===== src/rtl/jump_ctrl_if.sv =====
// Decoder/PC-facing bundle for jump_ctrl: jump requests, LUT write port,
// jump output and status.
interface jump_ctrl_if #(
   parameter int D     = 10,
   parameter int LUT_W = 4,
   parameter int DEPTH = 4
);
   logic [D-1:0]                 prog_ctr;
   logic                         br_en;
   logic                         br_cond;
   logic                         call_en;
   logic                         ret_en;
   logic [LUT_W-1:0]             lut_idx;
   logic                         lut_wr_en;
   logic [LUT_W-1:0]             lut_wr_idx;
   logic [D-1:0]                 lut_wr_data;
   logic                         absjump_en;
   logic [D-1:0]                 target;
   logic [$clog2(DEPTH+1)-1:0]   depth;
   logic                         err_ovf;
   logic                         err_unf;
   logic                         err_multi;

   modport master (
      output prog_ctr, br_en, br_cond, call_en, ret_en, lut_idx,
             lut_wr_en, lut_wr_idx, lut_wr_data,
      input  absjump_en, target, depth, err_ovf, err_unf, err_multi
   );

   modport slave (
      input  prog_ctr, br_en, br_cond, call_en, ret_en, lut_idx,
             lut_wr_en, lut_wr_idx, lut_wr_data,
      output absjump_en, target, depth, err_ovf, err_unf, err_multi
   );
endinterface


===== src/rtl/jump_ctrl.sv =====
// Jump-request generator: resolves branch/call/return into one absolute PC
// target per cycle, backed by a writable target LUT and a link stack.
module jump_ctrl #(
   parameter int D     = 10,
   parameter int LUT_W = 4,
   parameter int DEPTH = 4
) (
   input  logic        clk,
   input  logic        reset,
   jump_ctrl_if.slave  bus
);
   localparam int DW      = $clog2(DEPTH + 1);
   localparam int LUT_N   = 2 ** LUT_W;

   logic [D-1:0]  lut   [LUT_N];
   logic [D-1:0]  stack [DEPTH];
   logic [DW-1:0] depth_q;
   logic          err_ovf_q;
   logic          err_unf_q;
   logic          err_multi_q;

   logic          do_ret;
   logic          do_call;
   logic          do_br;
   logic          stack_empty;
   logic          stack_full;
   logic          multi_req;
   logic [DW-1:0] top_idx;
   logic [D-1:0]  top_val;
   logic [D-1:0]  link_addr;

   // Fixed priority: return beats call beats branch.
   assign do_ret      = bus.ret_en;
   assign do_call     = bus.call_en & ~bus.ret_en;
   assign do_br       = bus.br_en & ~bus.call_en & ~bus.ret_en;
   assign multi_req   = (bus.br_en & bus.call_en) | (bus.br_en & bus.ret_en) |
                        (bus.call_en & bus.ret_en);
   assign stack_empty = (depth_q == '0);
   assign stack_full  = (depth_q == DW'(DEPTH));
   assign top_idx     = depth_q - DW'(1);
   assign link_addr   = bus.prog_ctr + D'(1);

   always_comb begin
      top_val = '0;
      for (int i = 0; i < DEPTH; i++) begin
         if (top_idx == DW'(i)) top_val = stack[i];
      end
   end

   always_comb begin
      bus.absjump_en = 1'b0;
      bus.target     = '0;
      if (!reset) begin
         if (do_ret) begin
            if (!stack_empty) begin
               bus.absjump_en = 1'b1;
               bus.target     = top_val;
            end
         end else if (do_call) begin
            bus.absjump_en = 1'b1;
            bus.target     = lut[bus.lut_idx];
         end else if (do_br) begin
            bus.absjump_en = bus.br_cond;
            bus.target     = lut[bus.lut_idx];
         end
      end
   end

   always_ff @(posedge clk) begin
      if (reset) begin
         for (int i = 0; i < LUT_N; i++) lut[i] <= '0;
         depth_q     <= '0;
         err_ovf_q   <= 1'b0;
         err_unf_q   <= 1'b0;
         err_multi_q <= 1'b0;
      end else begin
         if (bus.lut_wr_en) lut[bus.lut_wr_idx] <= bus.lut_wr_data;

         if (do_ret) begin
            if (stack_empty) err_unf_q <= 1'b1;
            else             depth_q   <= depth_q - DW'(1);
         end else if (do_call) begin
            if (stack_full) begin
               err_ovf_q <= 1'b1;
            end else begin
               for (int i = 0; i < DEPTH; i++) begin
                  if (depth_q == DW'(i)) stack[i] <= link_addr;
               end
               depth_q <= depth_q + DW'(1);
            end
         end

         if (multi_req) err_multi_q <= 1'b1;
      end
   end

   assign bus.depth     = depth_q;
   assign bus.err_ovf   = err_ovf_q;
   assign bus.err_unf   = err_unf_q;
   assign bus.err_multi = err_multi_q;
endmodule

===== src/flat_wrapper.sv =====
// flat-port wrapper written by rule: the top's interface ports become plain ports
module jump_ctrl_flat 
#(
   parameter int D     = 10,
   parameter int LUT_W = 4,
   parameter int DEPTH = 4
)
  (clk, reset, bus_prog_ctr, bus_br_en, bus_br_cond, bus_call_en, bus_ret_en, bus_lut_idx, bus_lut_wr_en, bus_lut_wr_idx, bus_lut_wr_data, bus_absjump_en, bus_target, bus_depth, bus_err_ovf, bus_err_unf, bus_err_multi);
  jump_ctrl_if #(.D(D), .LUT_W(LUT_W), .DEPTH(DEPTH)) bus_i ();
  input  logic clk;
  input  logic reset;
  input wire logic [$bits(bus_i.prog_ctr)-1:0] bus_prog_ctr;
  input wire logic [$bits(bus_i.br_en)-1:0] bus_br_en;
  input wire logic [$bits(bus_i.br_cond)-1:0] bus_br_cond;
  input wire logic [$bits(bus_i.call_en)-1:0] bus_call_en;
  input wire logic [$bits(bus_i.ret_en)-1:0] bus_ret_en;
  input wire logic [$bits(bus_i.lut_idx)-1:0] bus_lut_idx;
  input wire logic [$bits(bus_i.lut_wr_en)-1:0] bus_lut_wr_en;
  input wire logic [$bits(bus_i.lut_wr_idx)-1:0] bus_lut_wr_idx;
  input wire logic [$bits(bus_i.lut_wr_data)-1:0] bus_lut_wr_data;
  output wire logic [$bits(bus_i.absjump_en)-1:0] bus_absjump_en;
  output wire logic [$bits(bus_i.target)-1:0] bus_target;
  output wire logic [$bits(bus_i.depth)-1:0] bus_depth;
  output wire logic [$bits(bus_i.err_ovf)-1:0] bus_err_ovf;
  output wire logic [$bits(bus_i.err_unf)-1:0] bus_err_unf;
  output wire logic [$bits(bus_i.err_multi)-1:0] bus_err_multi;
  assign bus_i.prog_ctr = bus_prog_ctr;
  assign bus_i.br_en = bus_br_en;
  assign bus_i.br_cond = bus_br_cond;
  assign bus_i.call_en = bus_call_en;
  assign bus_i.ret_en = bus_ret_en;
  assign bus_i.lut_idx = bus_lut_idx;
  assign bus_i.lut_wr_en = bus_lut_wr_en;
  assign bus_i.lut_wr_idx = bus_lut_wr_idx;
  assign bus_i.lut_wr_data = bus_lut_wr_data;
  assign bus_absjump_en = bus_i.absjump_en;
  assign bus_target = bus_i.target;
  assign bus_depth = bus_i.depth;
  assign bus_err_ovf = bus_i.err_ovf;
  assign bus_err_unf = bus_i.err_unf;
  assign bus_err_multi = bus_i.err_multi;
  jump_ctrl #(.D(D), .LUT_W(LUT_W), .DEPTH(DEPTH)) u_core (.clk(clk), .reset(reset), .bus(bus_i));
endmodule

===== config.mk =====
export PLATFORM = sky130hd
export DESIGN_NAME = jump_ctrl_flat
export DESIGN_NICKNAME = d
export VERILOG_FILES = /design/src/rtl/jump_ctrl_if.sv /design/src/rtl/jump_ctrl.sv /design/src/flat_wrapper.sv
export SDC_FILE = /design/constraint.sdc
export NUM_CORES = 1
export LEC_CHECK = 0
export BUFFER_PORTS_ARGS = -buffer_cell sky130_fd_sc_hd__buf_2
export CAP_MARGIN = 10
export CORE_MARGIN = 3
export CORE_UTILIZATION = 50
export DETAILED_ROUTE_END_ITERATION = 8
export PLACE_DENSITY_LB_ADDON = 0.12
export SETUP_SLACK_MARGIN = 0.02
export SYNTH_ARGS = -nofsm -noshare
export SYNTH_HDL_FRONTEND = slang
export SYNTH_SLANG_ARGS = --single-unit

===== constraint.sdc =====
create_clock -name clk -period 5.69 [get_ports clk]
set_clock_uncertainty 0.05 [all_clocks]
set_input_delay 0.8535 -clock clk [delete_from_list [all_inputs] [get_ports clk]]
set_output_delay 0.8535 -clock clk [all_outputs]
set_load 0.01 [all_outputs]

==> flow_metrics.env <==
export IMPL_status="finished clean"
export IMPL_path_buf_inv=2
export IMPL_grt_ovfl_total=0
export IMPL_dr_first_iter_drc_count=524
export IMPL_drive_gt1_share_pct=17.1
export IMPL_syn_area_um2=9900
export IMPL_relSlewSlack_pct=35.6
export IMPL_clock_latency_ps=500
export IMPL_worst_pin_slew_ps=962
export IMPL_pwr_share_comb_pct=17.4
export IMPL_yosysMostFrequentCell="edfxtp_1"
export IMPL_ys_ff_latch=206
export IMPL_root_buffer="clkbuf_16"
export IMPL_grt_pass1_vias=5954
export IMPL_dpl_hpwl_mm=15.4
export IMPL_synth_common_cells="200 x edfxtp_1, 165 x and2_1, 36 x clkbuf_1"
export IMPL_dieArea_um2=21500
export IMPL_vias_per_cell=5.72
export IMPL_clockBufferDepth=3
export IMPL_cts_inserted_buffers=23
export IMPL_cp_required_ps=4790
export IMPL_wire_per_inst_um=23.4
export IMPL_critPathLaunch="u_core.bus.depth[0]$_SDFFE_PP0P_"
export IMPL_placed_cell_area_um2=10300
export IMPL_final_area_um2=11000
export IMPL_irDropWorstVdd_v=0.000202
export IMPL_track_usage_pct=22.2
export IMPL_core_um2=19100
export IMPL_p_sw_share_pct=26.9
export IMPL_ys_warn_count=0
export IMPL_drt_first_pass_iters=5
export IMPL_synth_cell_types=43
export IMPL_grt_max_degree=34
export IMPL_hp_start="u_core.bus.err_multi$_SDFFE_PP0P_"
export IMPL_grt_pass1_wl_mm=36.4
export IMPL_cts_tree="yes"
export IMPL_nNetsFinal=776
export IMPL_critPathKind="reg2out"
export IMPL_portBuffers=51
export IMPL_postCtsSetupRepairBufs=0
export IMPL_critPathTopFamily="compound AO/OA/AOI/OAI gates"
export IMPL_finalSetupViolCount=0
export IMPL_slowest_stage="a311oi_1"
export IMPL_hold_path_class="reg2reg"
export IMPL_yosysTopAreaCell="edfxtp_1"
export IMPL_avgSynthCellArea_um2=14.1
export IMPL_pwr_share_seq_pct=45.7
export IMPL_layout_min_cycle_time_ps=4360
export IMPL_gp_congestion=0.857
export IMPL_netlist_instances=701
export IMPL_async_flop_share_pct=0
export IMPL_p_leak_nw=4.02
export IMPL_syn_num_nets=748
export IMPL_p_per_area_nw_per_um2=358
export IMPL_ios=52
export IMPL_critPathMaxStageDelay_ps=560
export IMPL_crit_fanout=12
export IMPL_drt_wl_total_mm=23.5
export IMPL_cts_hold_buffers_added=0
export IMPL_syn2layout_area_growth_pct=11.1
export IMPL_end_kind="output pin"
export IMPL_drv_cap=0
export IMPL_power_frac_clock_pct=37.0
export IMPL_finalHoldViolCount=0
export IMPL_internal_power_mw=2.88
export IMPL_r2r_slack_ps=3620
export IMPL_drv_slew=0
export IMPL_cts_resized=0
export IMPL_post_place_ws_ps=1890
export IMPL_cp_common_cell="ha_1"
export IMPL_drtAntennaViolNets=0
export IMPL_arrival_ps=3450
export IMPL_vias=5744
export IMPL_r2r_start="u_core.bus.depth[0]$_SDFFE_PP0P_"
export IMPL_rsz0062_at_grt="no"
export IMPL_cts_sinks=206
export IMPL_num_rows=50
export IMPL_die_h_um=147
export IMPL_cts_max_level=1
export IMPL_synth_edf_count=200
export IMPL_fin_ws_ps=1330
export IMPL_yosys_area_top_type_share_pct=60.7
export IMPL_finalSetupTns_ps=0
export IMPL_seq_area_frac_synth_pct=61.9
export IMPL_synth_ff_type="edfxtp_1"
export IMPL_path_cells="inv_1 > ha_1 > ha_1 > and2_1 > o32ai_1 > a221oi_1 > a311oi_1 > buf_2"
export IMPL_die_w_um=147
export IMPL_fmax_ghz=0.230
export IMPL_synth_top_cells_by_area="edfxtp_1 61%, and2_1 10%, mux4_1 5.8%"
export IMPL_remaining_drc_errors=0
export IMPL_cp_start_kind="flip-flop"
export IMPL_clk_pin_slew_worst_paths_ps=60
export IMPL_p_sw_mw=1.06
export IMPL_start_util_pct=51.9
export IMPL_finalCritPeriodShare_pct=76.6
export IMPL_antenna_found_initial=0
==> flip-flops by register name, summed over array words and instances, names as in the netlist <==
name,flops
u_core.bus.err_unf,1
u_core.bus.depth,3
u_core.bus.err_multi,1
u_core.stack,40
u_core.lut,160
u_core.bus.err_ovf,1
==> worst reg2reg max path: cells and delay by family (launching register included) <==
family        cells  cell delay, ps
fa+ha+maj         1             510
buf+inv           1             130
flops             1             370
simple gates      1             650
==> layer usage <==
metal | vias to the layer above | share of wire, % | track usage, %
met4 | 0 | 1.9 | 4.80
met3 | 26 | 4.8 | 3.05
met1 | 2913 | 44 | 32.0
met2 | 158 | 49 | 36.5
li1 | 2647 | - | -
met5 | - | 0 | 0
==> power by group through the flow <==
stage | clock network (mW) | logic, mW | registers, mW
3_3_place_gp | 0 | 0.666 | 1.83
2_1_floorplan | 0 | 0.453 | 1.82
6_report | 1.45 | 0.683 | 1.80
4_1_cts | 1.48 | 0.680 | 1.80
3_5_place_dp | 0 | 0.676 | 1.83
5_1_grt | 1.54 | 0.746 | 1.81
==> worst paths after layout <==
kind | cells past startpoint | endpoint
max | 8 | bus_target[1]
min | 2 | u_core.bus.err_multi$_SDFFE_PP0P_
max reg2reg | 3 | u_core.stack[2][3]$_DFFE_PP_
min reg2reg | 2 | u_core.bus.err_multi$_SDFFE_PP0P_
==> cells in the final DEF (no fill, tap or decap), types with 6 or more instances in the layout <==
master and count:
nor2_1 23, mux2i_1 22, xnor2_1 9, mux4_2 8, ha_1 12, o32ai_1 10
mux2_2 10, inv_1 17, nand2_1 13, a311oi_1 9, a21oi_1 13, and2_1 165
o21ai_0 10, nand2b_1 12, clkinv_2 6, a22oi_1 10, edfxtp_1 200, mux4_1 22
buf_2 51, clkbuf_16 23, nor2b_1 12, a221oi_1 10, or2_2 16, dfxtp_1 6
nand3_1 15
==> area by class of cell <==
cell class | instances | area, um2
sequential | 206 | 6130
multi-input combinational | 424 | 3430
timing repair buffer | 57 | 313
clock inverter | 13 | 145
clock buffer | 26 | 587
antenna | 1 | 2.50
fill | 1523 | 8090
tap | 260 | 325
inverter | 17 | 63.8
==> cells by family after synthesis <==
family	count (synthesis)	synth area share, %
AOI/OAI and AO/OA	68	4.93
xor gates and xnor gates	10	0.885
adders and majority gates	13	1.62
buffers and inverters	71	3.44
and+or+nand+nor	271	16.2
DFF	206	61.9
muxes	62	11.0
==> through the flow <==
stage | total power [mW] | cells | utilization (%) | hold slack, ps
3_3_place_gp | 2.49 | 964 | 53.8 | 398
4_1_cts | 3.96 | 1003 | 57.6 | 442
5_1_grt | 4.09 | 1003 | 57.6 | 460
2_1_floorplan | 2.27 | 701 | - | 454
3_5_place_dp | 2.51 | 964 | 53.8 | 428
6_report | 3.94 | 1004 | 57.6 | 432
(Power assumes the default switching activity.)
